$ cat src/rtl/iec_sd_arbiter.sv
// rtl/iec_sd_arbiter.sv - round-robin sharing of the host SD block channel between IEC drive units
module iec_sd_arbiter #(
  parameter int          NDRIVES = 2,
  parameter logic [23:0] TIMEOUT = 24'd12000000
) (
  input  logic                    clk_sys,
  input  logic                    reset_n,
  input  logic [32*NDRIVES-1:0]   req_lba,
  input  logic [NDRIVES-1:0]      req_rd,
  input  logic [NDRIVES-1:0]      req_wr,
  output logic [NDRIVES-1:0]      req_ack,
  output logic [NDRIVES-1:0]      req_buff_wr,
  input  logic [8*NDRIVES-1:0]    req_buff_din,
  output logic [31:0]             sd_lba,
  output logic                    sd_rd,
  output logic                    sd_wr,
  input  logic                    sd_ack,
  input  logic                    sd_buff_wr,
  output logic [7:0]              sd_buff_din,
  output logic                    busy,
  output logic [1:0]              grant,
  output logic                    timeout_err
);

  typedef enum logic [1:0] {S_IDLE, S_ISSUE, S_XFER, S_RELEASE} state_t;

  state_t      state, state_nxt;
  logic [31:0] lba_arr [4];
  logic [7:0]  din_arr [4];
  logic [3:0]  rd4, pend4, ack4, bw4;
  logic [2:0]  idx3;
  logic [1:0]  pick_idx;
  logic        pick_valid, issue_go, wd_hit;
  logic [23:0] wd_cnt;

  // Pad per-drive buses to four slots so a 2-bit grant can index them directly.
  for (genvar g = 0; g < 4; g++) begin : g_pad
    if (g < NDRIVES) begin : g_on
      assign lba_arr[g] = req_lba[32*g +: 32];
      assign din_arr[g] = req_buff_din[8*g +: 8];
      assign rd4[g]     = req_rd[g];
      assign pend4[g]   = req_rd[g] | req_wr[g];
    end else begin : g_off
      assign lba_arr[g] = '0;
      assign din_arr[g] = '0;
      assign rd4[g]     = 1'b0;
      assign pend4[g]   = 1'b0;
    end
  end

  // Search downward so the nearest index after grant is the one left standing.
  always_comb begin
    pick_valid = 1'b0;
    pick_idx   = grant;
    idx3       = '0;
    for (int k = NDRIVES; k >= 1; k--) begin
      idx3 = {1'b0, grant} + 3'(k);
      if (idx3 >= 3'(NDRIVES)) idx3 = idx3 - 3'(NDRIVES);
      if (pend4[idx3[1:0]]) begin
        pick_valid = 1'b1;
        pick_idx   = idx3[1:0];
      end
    end
  end

  // A stale sd_ack left over from a reset mid-transfer blocks new issues.
  assign issue_go = (state == S_IDLE) && pick_valid && !sd_ack;
  assign wd_hit   = (wd_cnt == TIMEOUT - 24'd1);

  always_ff @(posedge clk_sys or negedge reset_n) begin
    if (!reset_n) state <= S_IDLE;
    else          state <= state_nxt;
  end

  always_comb begin
    state_nxt = state;
    case (state)
      S_IDLE:    if (issue_go) state_nxt = S_ISSUE;
      S_ISSUE:   if (sd_ack) state_nxt = S_XFER;
                 else if (wd_hit) state_nxt = S_RELEASE;
      S_XFER:    if (!sd_ack) state_nxt = S_RELEASE;
      S_RELEASE: state_nxt = S_IDLE;
      default:   state_nxt = S_IDLE;
    endcase
  end

  always_comb begin
    ack4        = '0;
    bw4         = '0;
    sd_buff_din = '0;
    busy        = (state != S_IDLE);
    if (state == S_ISSUE || state == S_XFER) begin
      ack4[grant] = sd_ack;
      bw4[grant]  = sd_buff_wr;
      sd_buff_din = din_arr[grant];
    end
  end

  assign req_ack     = ack4[NDRIVES-1:0];
  assign req_buff_wr = bw4[NDRIVES-1:0];

  always_ff @(posedge clk_sys or negedge reset_n) begin
    if (!reset_n) begin
      grant       <= 2'(NDRIVES-1);
      sd_lba      <= '0;
      sd_rd       <= 1'b0;
      sd_wr       <= 1'b0;
      wd_cnt      <= '0;
      timeout_err <= 1'b0;
    end else begin
      timeout_err <= 1'b0;
      case (state)
        S_IDLE: begin
          if (issue_go) begin
            grant  <= pick_idx;
            sd_lba <= lba_arr[pick_idx];
            sd_rd  <= rd4[pick_idx];
            sd_wr  <= ~rd4[pick_idx];
            wd_cnt <= '0;
          end
        end
        S_ISSUE: begin
          if (sd_ack) begin
            sd_rd <= 1'b0;
            sd_wr <= 1'b0;
          end else if (wd_hit) begin
            sd_rd       <= 1'b0;
            sd_wr       <= 1'b0;
            timeout_err <= 1'b1;
          end else begin
            wd_cnt <= wd_cnt + 24'd1;
          end
        end
        default: ;
      endcase
    end
  end

endmodule

$ cat config.mk
export PLATFORM = sky130hd
export DESIGN_NAME = iec_sd_arbiter
export DESIGN_NICKNAME = d
export VERILOG_FILES = /design/src/rtl/iec_sd_arbiter.sv
export SDC_FILE = /design/constraint.sdc
export NUM_CORES = 1
export LEC_CHECK = 0
export BUFFER_PORTS_ARGS = -buffer_cell sky130_fd_sc_hd__buf_2
export CORE_MARGIN = 3
export CORE_UTILIZATION = 35
export CTS_CLUSTER_SIZE = 40
export DETAILED_ROUTE_END_ITERATION = 10
export SLEW_MARGIN = 15
export SYNTH_ARGS = -nofsm -noshare
export SYNTH_HDL_FRONTEND = slang
export SYNTH_SLANG_ARGS = --single-unit
export TNS_END_PERCENT = 100
$ cat constraint.sdc
create_clock -name clk_sys -period 2.6 [get_ports clk_sys]
set_input_delay 0.13 -clock clk_sys [delete_from_list [all_inputs] [get_ports clk_sys]]
set_output_delay 0.13 -clock clk_sys [all_outputs]
set_load 0.01 [all_outputs]
* Word level (Yosys, flattened, before mapping)
Index checks and enable logic that the tools add are counted.
** Word-level totals
- Output and inout port bits :: 50
- Logic and storage cells :: 90
- Register bits after elaboration :: 63
** Cells by class
- Bitwise logic cells :: 7
- Equality and inequality tests :: 9
- Muxes and demuxes :: 41
- Add/subtract/negate cells :: 5
- Order comparisons :: 9
- Reduce and logical (&&, ||, !) cells :: 12
** Operators with widths (count)
- $mux W24 :: 3
- $bmux W32 S2 :: 1
- $mux W32 :: 2
- $pmux W24 S2 :: 1
- $add A24 B1 Y24 const B :: 1
- $eq A24 B24 Y1 const B :: 1
- $mux W8 :: 3
- $mux W2 :: 10
- $bmux W8 S2 :: 1
- $mux W1 :: 13
- $lt A2 B3 Y1 const B :: 4
- $ne A2 B2 Y1 const B :: 4
- $pmux W2 S4 :: 1
- $bmux W1 S2 :: 3
- $ge A3 B2 Y1 const B :: 2
- $ge A3 B3 Y1 const B :: 2
- $not A2 Y3 :: 2
- $reduce_and A3 Y1 :: 2
- $and A2 B2 Y2 :: 2
- $eq A2 B2 Y1 const B :: 2
- $pmux W1 S2 :: 2
- $reduce_and A4 Y1 :: 1
- $reduce_bool A2 Y1 :: 2
- $sub A2 B2 Y2 const B :: 2
- 13 further kinds :: 16

* Logic depth before layout (Yosys ltp)
Gate-level depths: netlist (run 1).
- Depth after elaboration :: 12
- Mapped depth :: 8
- Gate-level depth less buffers :: 7

* Least setup slack after synthesis (run 1)
No wires, ideal clock.
- Path type :: reg2reg
- From :: register state[1]
- To :: register wd_cnt[15]
- Stages on the path, launching flop included :: 9
- Buffers on the path :: 1
- Library setup time :: 0.078 ns
- Clock period less this slack :: 2.054 ns
- Required time :: 2.522 ns
- Slack :: 0.546 ns
- Arrival time :: 1.976 ns
- Cell sequence :: dfrtp_1 -> inv_1 -> ha_1 -> inv_1 -> nor2_1 -> clkbuf_1 -> o2111ai_1 -> or3_1 -> a21oi_1
** Between the ends
- Cells in the longest elaborated chain, start to end :: 5
- Elaborated cells on any way between the ends :: 10
** Ends and longest elaborated chain
- from (decl) :: line 27 : state_t state, state_nxt;
- from (signal assigned) :: line 72 : else state <= state_nxt;
- $logic_not A2 Y1 :: line 67, 112
- $logic_and A1 B1 Y1 (2 in a row) :: line 67 : assign issue_go = (state == S_IDLE) && pick_valid && !sd_ack;
- $ne A2 B2 Y1 (no line)
- $reduce_and A4 Y1 (no line)
- to (signal assigned) :: line 131 : wd_cnt <= wd_cnt + 24'd1;
- to (decl) :: line 34 : logic [23:0] wd_cnt;
Several ways; a longest one is shown, not always the timed one.
A chain may end at the register's enable or synchronous reset.

* Final worst setup path (run 1)
- From :: register state[1]
- To :: register wd_cnt[13]
Same word-level chain as after synthesis.

==> results by group, run 1 <==
STA
  – Crit path time final: 2.29 ns
  – Worst clock skew: 0.00827 ns
  – Setup tns final: 0 ns
  – Final hold violation count: 0
  – Final worst-path cycle share: 88.0%
  – Final Slew Violations: 0
  – Fmax achieved: 0.437 GHz
  – Setup slack after layout: 0.311 ns
  – Rel. slew slack: 66.0%
  – Worst Max-Slew Pin Slew: 0.510 ns
  – RSZ-0062 raised after global routing: false
  – Final setup fails: 0
  – Hold Worst Slack: 0.0563 ns

Routing
  – DRT Pass-1 Iters: 4
  – Routed len/inst: 14.2 microns
  – Via density: 5.12
  – Antenna Nets Post-Route: 0
  – Number of DRC markers in iteration 0: 215
  – DRC: 0
  – Total Wirelength: 9130 microns
  – Vias: 3305

Pwr
  – PwrDens: 948 mW/mm^2
  – Logic gate share of total power: 46.4%
  – Pint: 2.64 mW
  – Reg power frac: 34.1%
  – LEAKAGE: 2.27 nW
  – NetSw: 1.77 mW
  – Clock network power share: 19.4%
  – Sw frac: 40.2%
  – VDD IR-drop max: 454 uV
  – Design Power: 4.42 mW

Critical path
  – Reg-to-reg endpoint: wd_cnt[13]
  – CP max FO: 16
  – CP cell instances: inv_1, ha_1, inv_1, or3_4, o21ai_2, buf_4, o21ai_0, a21oi_1
  – CP Launch Point: state[1]
  – Critical path's largest stage delay: 0.44 ns
  – Worst path depth: 8
  – Slowest cell on the critical path: or3_4
  – WP data required: 2.86 ns
  – Critical path endpoint: wd_cnt[13]
  – Worst reg2reg path startpoint: state[1]
  – Register-to-register setup slack: 0.31 ns
  – Critical Path AT: 2.55 ns
  – CP delay by family, top: compound AO/OA/AOI/OAI gates
  – Worst setup SP type: flip-flop
  – Most used cell along the critical path: inv_1
  – Kind of critical path: reg -> reg
  – Crit path buf inv count: 3
  – R2R depth: 8
  – Setup crit end kind: flip-flop

Placement
  – Placed Area: 0.00445 sq mm
  – Pre-CTS WS: 0.329 ns
  – GPL Wtd Cong: 0.804
  – IO buf count: 137
  – Inst Count DP: 629
  – DP Wirelength: 7030 microns

Synth
  – Syn nets: 462
  – Cell area after synthesis: 0.00360 sq mm
  – Avg Cell Area, Syn: 9.75 sq um
  – Unique masters post-synth: 49
  – Post-Synthesis Cells: 369
  – Sequential area share after synthesis: 43.9%
  – #FFs+latches synth: 63
  – Yosys warns: 0

Floorplanning
  – # IOs: 138
  – Initial Util: 36.5%
  – DIE HEIGHT: 107 microns
  – Row count: 36
  – Die width: 107 microns
  – Core area: 0.00986 sq mm
  – Die footprint: 0.0115 sq mm

Layout
  – Post-Route Utilization: 47.2%
  – Fill count: 941
  – # diodes: 0
  – Finished Layout Cells: 645
  – Layout Nets: 601
  – Storage cell area: 0.00158 sq mm
  – Layout cells sized above 1: 34.4%
  – Area occupied by multi-input gates: 0.00191 sq mm
  – Final instance area: 0.00466 sq mm
  – Syn-to-layout area delta: 29.6%

Worst hold path
  – Hold path depth: 2
  – Worst min-delay path category: in -> reg

Global route
  – First-pass GRT wire length: 15700 microns
  – Global Route Usage Sum: 16.9%
  – Pin count of the biggest net entering global routing: 67
  – Total gr overflow: 0
  – Initial antenna violation count: 0
  – Number of global-route vias before repair: 3350

Clock network
  – H-tree levels: 3
  – CTS tree: yes
  – Clock Sinks: 63
  – Clk root buf: clkbuf_8
  – TritonCTS Buffers: 9
  – Latest clock arrival within the worst-skew pair: 0.34 ns
  – Resize count post-CTS: 0
  – Clock transition at the registers of the reported paths: 0.07 ns
  – Clock tree buffer depth: 2

Status
  – Outcome: finished, final reports clean

Flow run
  – MaxCap Viol Count: 0
power by group through the flow:
stage,registers (mW),clock network [mW],logic [mW]
detailed placement,1.51,0,2.10
floorplan,1.58,0,1.26
CTS,1.51,0.890,2.09
global route,1.56,0.926,2.32
global placement,1.51,0,2.05
finish,1.51,0.858,2.05
routing by layer:
layer	track usage [%]	vias up	wire, microns
met4	5.50	0	112
met3	6.54	11	696
met5	0	-	0
met2	26.2	102	4110
met1	21.7	1544	4210
li1	-	1648	-
state kept, by name, summed over array words and instances, names as in the netlist:
name         cells
grant            2
sd_lba          32
sd_rd            1
sd_wr            1
state            2
timeout_err      1
wd_cnt          24
worst reg2reg max path: stages (launching register included):
cell and delay (ns):
dfrtp_1 0.41, inv_1 0.11, ha_1 0.27, inv_1 0.14
or3_4 0.44, o21ai_2 0.34, buf_4 0.26, o21ai_0 0.10
a21oi_1 0.14
placed cells by master, fill, tap and decap left out, drive strengths merged, types with 5 or more instances in the layout:
cell type / instances
o21ai: 54
mux2i: 43
nand2b: 7
a21oi: 19
and3: 5
nand4: 7
nand3: 8
clkbuf: 12
o211ai: 5
ha: 5
or3: 14
buf: 145
nor2: 17
nand2: 50
or4: 6
o31ai: 6
dfrtp: 62
inv: 7
cells in the mapped netlist (all sizes together):
master   instances  area share (%)
dfrtp           62              43
o21ai           54             7.6
nand2           50             5.2
mux2i           43              12
a21oi           19             2.6
nor2            17             1.8
or3             14             2.6
clkbuf          11             1.2
nand3            8             1.1
buf              7             1.4
inv              7            0.73
nand2b           7             1.2
nand4            7             1.4
o31ai            6             1.3
or4              6             1.3
and3             5            0.87
ha               5             1.7
o211ai           5             1.0
nor4             4             1.5
nor4bb           4             1.1
o2111ai          4            0.97
and4             3            0.73
nor3b            2            0.42
nor4b            2            0.49
o2bb2ai          2            0.49
a21boi           1            0.21
a221o            1            0.28
a221oi           1            0.73
a32oi            1            0.24
and2             1            0.17
dfstp            1            0.73
mux2             1            0.31
nor2b            1            0.17
nor3             1            0.28
o21bai           1            0.52
o221a            1            0.31
o221ai           1            0.73
o311ai           1            0.45
o32ai            1            0.45
o41ai            1            0.45
repair_timing:
action	4_1_cts	5_1_grt
hold buffers	1	0
buffers inserted	0	0
endpoints found under the hold margin	17	0
worst min-delay path by stage:
stage / start / to / slack [ns]
after global placement: reset_n / sd_wr / 0.10
after floorplan: reset_n / grant[1] / -0.17
final: sd_ack / timeout_err / 0.06
after detailed placement: reset_n / sd_wr / 0.12
after CTS: sd_ack / timeout_err / 0.04
after global routing: sd_ack / timeout_err / 0.05
area by class of cell:
type	count	area share (%)
inverter	7	0.564
clock inverter	3	0.913
timing repair buffer	146	16.8
clock buffer	12	3.33
sequential	63	33.9
tap	133	3.57
multi-input combinational	281	41.0
cell families (layout without fill, tap and decap cells):
logic type	Yosys count	in the layout	synth area share, %
and+or+nand+nor	132	132	20.4
AOI/OAI and AO/OA	100	100	18.4
DFF	63	63	43.9
muxes	44	44	12.3
buffers and inverters	25	168	3.31
adders and majority gates	5	5	1.74
(Power assumes the default switching activity.)
==> inputs of run 2 (changes only) <==
--- a/config.mk
+++ b/config.mk
@@ -5,11 +5,12 @@
 export SDC_FILE = /design/constraint.sdc
 export NUM_CORES = 1
 export LEC_CHECK = 0
-export BUFFER_PORTS_ARGS = -buffer_cell sky130_fd_sc_hd__buf_2
 export CORE_MARGIN = 3
 export CORE_UTILIZATION = 35
 export CTS_CLUSTER_SIZE = 40
 export DETAILED_ROUTE_END_ITERATION = 10
+export DONT_BUFFER_PORTS = 1
+export HOLD_SLACK_MARGIN = 0.1
 export SLEW_MARGIN = 15
 export SYNTH_ARGS = -nofsm -noshare
 export SYNTH_HDL_FRONTEND = slang
==> results by group, run 2 (same netlist as run 1, synthesis figures left out) <==
Routing
  – Via density: 5.47 (was 5.12)
  – DRT Pass-1 Iters: 4 (unchanged)
  – Antenna Nets Post-Route: 0 (unchanged)
  – Routed len/inst: 16.9 microns (was 14.2 microns)
  – Number of DRC markers in iteration 0: 154 (was 215)
  – Total Wirelength: 9750 microns (was 9130 microns)
  – Vias: 3151 (was 3305)
  – DRC: 0 (unchanged)

Layout
  – Top flop regs: sd_lba (32), wd_cnt (24) (unchanged)
  – Most common cell after layout, fill and taps aside: dlygate4sd3_1 (was buf_2)
  – Layout Nets: 531 (was 601)
  – Largest register FFs: 32 (unchanged)
  – Layout cells sized above 1: 8.58% (was 34.4%)
  – Syn-to-layout area delta: 28.8% (was 29.6%)
  – Fill count: 907 (was 941)
  – # diodes: 0 (unchanged)
  – Post-Route Utilization: 47.0% (was 47.2%)
  – Biggest register: sd_lba (unchanged)
  – Final instance area: 0.00463 sq mm (was 0.00466 sq mm)
  – Most frequent cells in the layout: dlygate4sd3_1, dfrtp_1, nand2_1, o21ai_0, mux2i_1 (was buf_2, dfrtp_1, nand2_1, o21ai_0, mux2i_1)

STA
  – Setup tns final: 0 ns (unchanged)
  – Final Slew Violations: 0 (unchanged)
  – Fmax achieved: 0.409 GHz (was 0.437 GHz)
  – Final worst-path cycle share: 94.1% (was 88.0%)
  – Worst Max-Slew Pin Slew: 0.538 ns (was 0.510 ns)
  – Worst clock skew: 0.00792 ns (was 0.00827 ns)
  – Rel. slew slack: 64.1% (was 66.0%)
  – Final hold violation count: 0 (unchanged)
  – Crit path time final: 2.45 ns (was 2.29 ns)
  – Final setup fails: 0 (unchanged)

Pwr
  – LEAKAGE: 1.97 nW (was 2.27 nW)
  – PwrDens: 931 mW/mm^2 (was 948 mW/mm^2)
  – VDD IR-drop max: 531 uV (was 454 uV)
  – Design Power: 4.31 mW (was 4.42 mW)

Clock network
  – Clk root buf: clkbuf_8 (unchanged)
  – Latest clock arrival within the worst-skew pair: 0.34 ns (about the same)
  – Post-CTS setup buffers: 0 (unchanged)
  – H-tree levels: 3 (unchanged)
  – Clock transition at the registers of the reported paths: 0.07 ns (about the same)
  – CTS tree: yes (unchanged)
  – Clock Sinks: 63 (unchanged)
  – Clock tree buffer depth: 2 (unchanged)
  – TritonCTS Buffers: 9 (unchanged)

Global route
  – First-pass GRT wire length: 16200 microns (was 15700 microns)
  – Number of global-route vias before repair: 3292 (was 3350)
  – Initial antenna violation count: 0 (unchanged)
  – Total gr overflow: 0 (unchanged)
  – Global Route Usage Sum: 17.3% (was 16.9%)
  – Pin count of the biggest net entering global routing: 67 (unchanged)

Worst hold path
  – Worst min-delay path category: in -> reg (unchanged)
  – Hold path depth: 3 (was 2)

Critical path
  – R2R depth: 7 (was 8)
  – CP max FO: 33 (was 16)
  – WP data required: 2.80 ns (was 2.86 ns)
  – Worst setup SP type: flip-flop (unchanged)
  – Setup crit end kind: flip-flop (unchanged)
  – Critical Path AT: 2.65 ns (was 2.55 ns)
  – Kind of critical path: reg -> reg (unchanged)

Placement
  – GPL Wtd Cong: 0.764 (was 0.804)
  – DP Wirelength: 5980 microns (was 7030 microns)
  – IO buf count: 0 (was 137)
  – Placed Area: 0.00373 sq mm (was 0.00445 sq mm)

Floorplanning
  – DIE HEIGHT: 107 microns (unchanged)
  – Core area: 0.00986 sq mm (unchanged)
  – # IOs: 138 (unchanged)
  – Row count: 36 (unchanged)
  – Die footprint: 0.0115 sq mm (unchanged)
  – Die width: 107 microns (unchanged)
  – Initial Util: 36.5% (unchanged)

Status
  – Outcome: finished, final reports clean (unchanged)

Flow run
  – MaxCap Viol Count: 0 (unchanged)
[run 2: metrics by stage]
| stage | hold WS, ns | setup slack [ns] | instances |
|---|---|---|---|
| after detailed placement | -0.162 | 0.302 | 491 |
| after global placement | -0.162 | 0.393 | 491 |
| final | 0.148 | 0.153 | 576 |
| after global routing | 0.158 | -0.00487 | 576 |
| after floorplan | -0.166 | 0.546 | 369 |
| after CTS | 0.126 | 0.0565 | 576 |
[run 2: routing by layer]
metal  up-vias  track usage [%]  share of wire (%)
li1       1503                -                  -
met1      1513             22.1                 43
met2       114             27.5                 48
met3        21             5.04                7.2
met4         0             7.30                2.4
met5         -                0                  0
[run 2: worst paths after layout]
check                      startpoint          end  slack (ns)
max                          grant[0]   sd_lba[22]        0.15
max in group asynchronous     reset_n     grant[0]        1.95
max reg2reg                  grant[0]   sd_lba[22]        0.15
min in group asynchronous     reset_n  timeout_err        0.32
min                            sd_ack     grant[1]        0.15
min reg2reg                sd_lba[18]   sd_lba[18]        0.56
[run 2: final cells by class]
| type | instances | area (sq um) | area share (%) |
|---|---|---|---|
| tap | 133 | 166 | 3.59 |
| multi-input combinational | 281 | 1910 | 41.3 |
| inverter | 7 | 26.3 | 0.567 |
| sequential | 63 | 1580 | 34.1 |
| timing repair buffer | 76 | 768 | 16.6 |
| clock inverter | 4 | 47.5 | 1.03 |
| clock buffer | 12 | 135 | 2.92 |
[run 2: critical path, cell delays in order, from the launching register on]
cell and delay (ns):
dfstp_2 0.53, buf_4 0.26, nand2_1 0.14, o32ai_4 0.12
buf_8 0.32, mux2i_1 0.24, dlygate4sd3_1 0.58, o21ai_0 0.08
[run 2: repair_timing]
item,CTS,global route
hold endpoints to repair,98,0
endpoints found under the setup margin,0,31
gates resized for setup,0,3
hold buffers,69,0
[run 2: power breakdown]
group / switching [mW] / internal [mW]
combinational: 1.05 / 0.800
clock: 0.375 / 0.441
sequential: 0.365 / 1.28
total: 1.79 / 2.52
==> inputs of run 3 (changes only) <==
--- a/config.mk
+++ b/config.mk
@@ -6,7 +6,7 @@
 export NUM_CORES = 1
 export LEC_CHECK = 0
 export CORE_MARGIN = 3
-export CORE_UTILIZATION = 35
+export CORE_UTILIZATION = 45
 export CTS_CLUSTER_SIZE = 40
 export DETAILED_ROUTE_END_ITERATION = 10
 export DONT_BUFFER_PORTS = 1
==> results by group, run 3 (same netlist as run 1, synthesis figures left out) <==
Layout
  – Top flop regs: sd_lba (32), wd_cnt (24) (unchanged)
  – Biggest register: sd_lba (unchanged)
  – Most common cell after layout, fill and taps aside: dlygate4sd3_1 (unchanged)
  – Fill count: 594 (was 907)
  – Most frequent cells in the layout: dlygate4sd3_1, dfrtp_1, nand2_1, o21ai_0, mux2i_1 (unchanged)
  – Layout Nets: 536 (was 531)
  – Largest register FFs: 32 (unchanged)
  – Layout cells sized above 1: 10.3% (was 8.58%)
  – Syn-to-layout area delta: 31.5% (was 28.8%)
  – # diodes: 0 (unchanged)

Placement
  – GPL Wtd Cong: 0.787 (was 0.764)
  – Pre-CTS WS: 0.420 ns (was 0.302 ns)
  – IO buf count: 0 (unchanged)
  – DP Wirelength: 6180 microns (was 5980 microns)

Critical path
  – Slowest cell on the critical path: dlygate4sd3_1 (unchanged)
  – Setup crit end kind: flip-flop (unchanged)
  – CP max FO: 18 (was 33)
  – Critical path's largest stage delay: 0.58 ns (about the same)
  – Worst reg2reg path startpoint: grant[0] (unchanged)
  – R2R depth: 8 (was 7)
  – CP delay by family, top: buffers and inverters (unchanged)
  – Crit path buf inv count: 4 (was 3)
  – Most used cell along the critical path: buf_12
  – WP data required: 2.79 ns (was 2.80 ns)
  – Critical Path AT: 2.60 ns (was 2.65 ns)
  – CP cell instances: buf_6, nand2_1, o32ai_4, buf_12, buf_12, mux2i_1, dlygate4sd3_1, o21ai_0 (was buf_4, nand2_1, o32ai_4, buf_8, mux2i_1, dlygate4sd3_1, o21ai_0)
  – Reg-to-reg endpoint: sd_lba[17] (was sd_lba[22])
  – Worst setup SP type: flip-flop (unchanged)
  – Register-to-register setup slack: 0.19 ns (was 0.15 ns)
  – Kind of critical path: reg -> reg (unchanged)

Clock network
  – Clock Sinks: 63 (unchanged)
  – H-tree levels: 3 (unchanged)
  – CTS tree: yes (unchanged)
  – Latest clock arrival within the worst-skew pair: 0.35 ns (was 0.34 ns)
  – Clk root buf: clkbuf_8 (unchanged)
  – TritonCTS Buffers: 9 (unchanged)
  – Clock tree buffer depth: 2 (unchanged)
  – Clock transition at the registers of the reported paths: 0.07 ns (about the same)

Floorplanning
  – Core area: 0.00749 sq mm (was 0.00986 sq mm)
  – Die footprint: 0.00910 sq mm (was 0.0115 sq mm)
  – Die width: 95.4 microns (was 107 microns)
  – # IOs: 138 (unchanged)
  – DIE HEIGHT: 95.4 microns (was 107 microns)
  – Row count: 31 (was 36)
  – Initial Util: 48.0% (was 36.5%)

Flow run
  – MaxCap Viol Count: 0 (unchanged)

Worst hold path
  – Hold path depth: 3 (unchanged)
  – Hold EP: grant[1] (unchanged)
  – Worst min-delay path category: in -> reg (unchanged)
  – Min-delay src: sd_ack (unchanged)

Pwr
  – Reg power frac: 35.3% (was 38.2%)
  – Clock network power share: 22.4% (was 18.9%)
  – Pint: 2.83 mW (was 2.52 mW)
  – NetSw: 1.86 mW (was 1.79 mW)
  – Logic gate share of total power: 42.2% (was 42.9%)
  – Sw frac: 39.7% (was 41.5%)
  – VDD IR-drop max: 573 uV (was 531 uV)
  – LEAKAGE: 2.03 nW (was 1.97 nW)
  – PwrDens: 992 mW/mm^2 (was 931 mW/mm^2)

Global route
  – Pin count of the biggest net entering global routing: 67 (unchanged)
  – Global Route Usage Sum: 22.4% (was 17.3%)
  – First-pass GRT wire length: 15900 microns (was 16200 microns)
  – Initial antenna violation count: 0 (unchanged)
  – Number of global-route vias before repair: 3294 (was 3292)
  – Total gr overflow: 0 (unchanged)

Status
  – Outcome: finished, final reports clean (unchanged)

Routing
  – Via density: 5.85 (was 5.47)
  – Antenna Nets Post-Route: 0 (unchanged)
  – Number of DRC markers in iteration 0: 143 (was 154)
  – Total Wirelength: 9970 microns (was 9750 microns)
  – DRC: 0 (unchanged)
  – Vias: 3198 (was 3151)
  – DRT Pass-1 Iters: 4 (unchanged)
  – Routed len/inst: 18.2 microns (was 16.9 microns)

STA
  – Worst Max-Slew Pin Slew: 0.540 ns (was 0.538 ns)
  – Rel. slew slack: 63.7% (was 64.1%)
  – RSZ-0062 raised after global routing: false
  – Fmax achieved: 0.414 GHz (was 0.409 GHz)
  – Final setup fails: 0 (unchanged)
  – Final Slew Violations: 0 (unchanged)
  – Crit path time final: 2.41 ns (was 2.45 ns)
  – Setup tns final: 0 ns (unchanged)
  – Worst clock skew: 0.00992 ns (was 0.00792 ns)
  – Final hold violation count: 0 (unchanged)
  – Final worst-path cycle share: 92.9% (was 94.1%)
  – Setup slack after layout: 0.185 ns (was 0.153 ns)
run 3: how the worst max path moves through the flow:
stage | from | endpoint | slack (ns) | cells after the start
final | grant[0] | sd_lba[17] | 0.19 | 8
after global routing | grant[0] | sd_lba[24] | 0.06 | 8
after CTS | grant[0] | sd_lba[14] | 0.04 | 7
after detailed placement | state[1] | wd_cnt[22] | 0.42 | 8
after global placement | state[1] | wd_cnt[11] | 0.50 | 7
after floorplan | state[1] | wd_cnt[15] | 0.55 | 8
run 3: area by class of cell:
| cell class | instances | area (sq um) | area share [%] |
|---|---|---|---|
| inverter | 7 | 26.3 | 0.556 |
| clock buffer | 9 | 124 | 2.62 |
| clock inverter | 7 | 120 | 2.54 |
| sequential | 63 | 1580 | 33.4 |
| multi-input combinational | 281 | 1910 | 40.4 |
| timing repair buffer | 81 | 845 | 17.9 |
| tap | 99 | 124 | 2.62 |
run 3: stage by stage:
stage	hold WS [ns]	instance area (sq um)	power [mW]	std cells	utilization [%]
2_1_floorplan	-0.166	3600	2.84	369	-
3_3_place_gp	-0.162	3710	3.15	458	49.6
3_5_place_dp	-0.163	3710	3.21	458	49.6
4_1_cts	0.112	4660	4.55	543	62.3
5_1_grt	0.211	4730	5.02	547	63.2
6_report	0.126	4730	4.69	547	63.2
run 3: timing repair:
item,4_1_cts,5_1_grt
setup buffers,0,3
endpoints found under the hold margin,98,0
hold buffers,69,0
endpoints found under the setup margin,0,26
gates resized for setup,0,1
run 3: power groups by stage:
stage,Combinational [mW],Sequential (mW),Clock (mW)
6_report,1.98,1.66,1.05
4_1_cts,1.83,1.65,1.07
3_3_place_gp,1.50,1.66,0
3_5_place_dp,1.54,1.66,0
2_1_floorplan,1.26,1.58,0
5_1_grt,2.20,1.70,1.13
run 3: tightest hold or removal path, cell delays in order:
cell	delay, ns
nand2b_1	0.16
nor2_1	0.06
nor2_1	0.07
run 3: per-layer routing:
| layer | vias up | global-route usage (%) | wire length, microns |
|---|---|---|---|
| met1 | 1539 | 26.9 | 4060 |
| met3 | 22 | 6.71 | 772 |
| met5 | - | 0 | 0 |
| met4 | 0 | 7.11 | 205 |
| li1 | 1513 | - | - |
| met2 | 124 | 38.5 | 4930 |
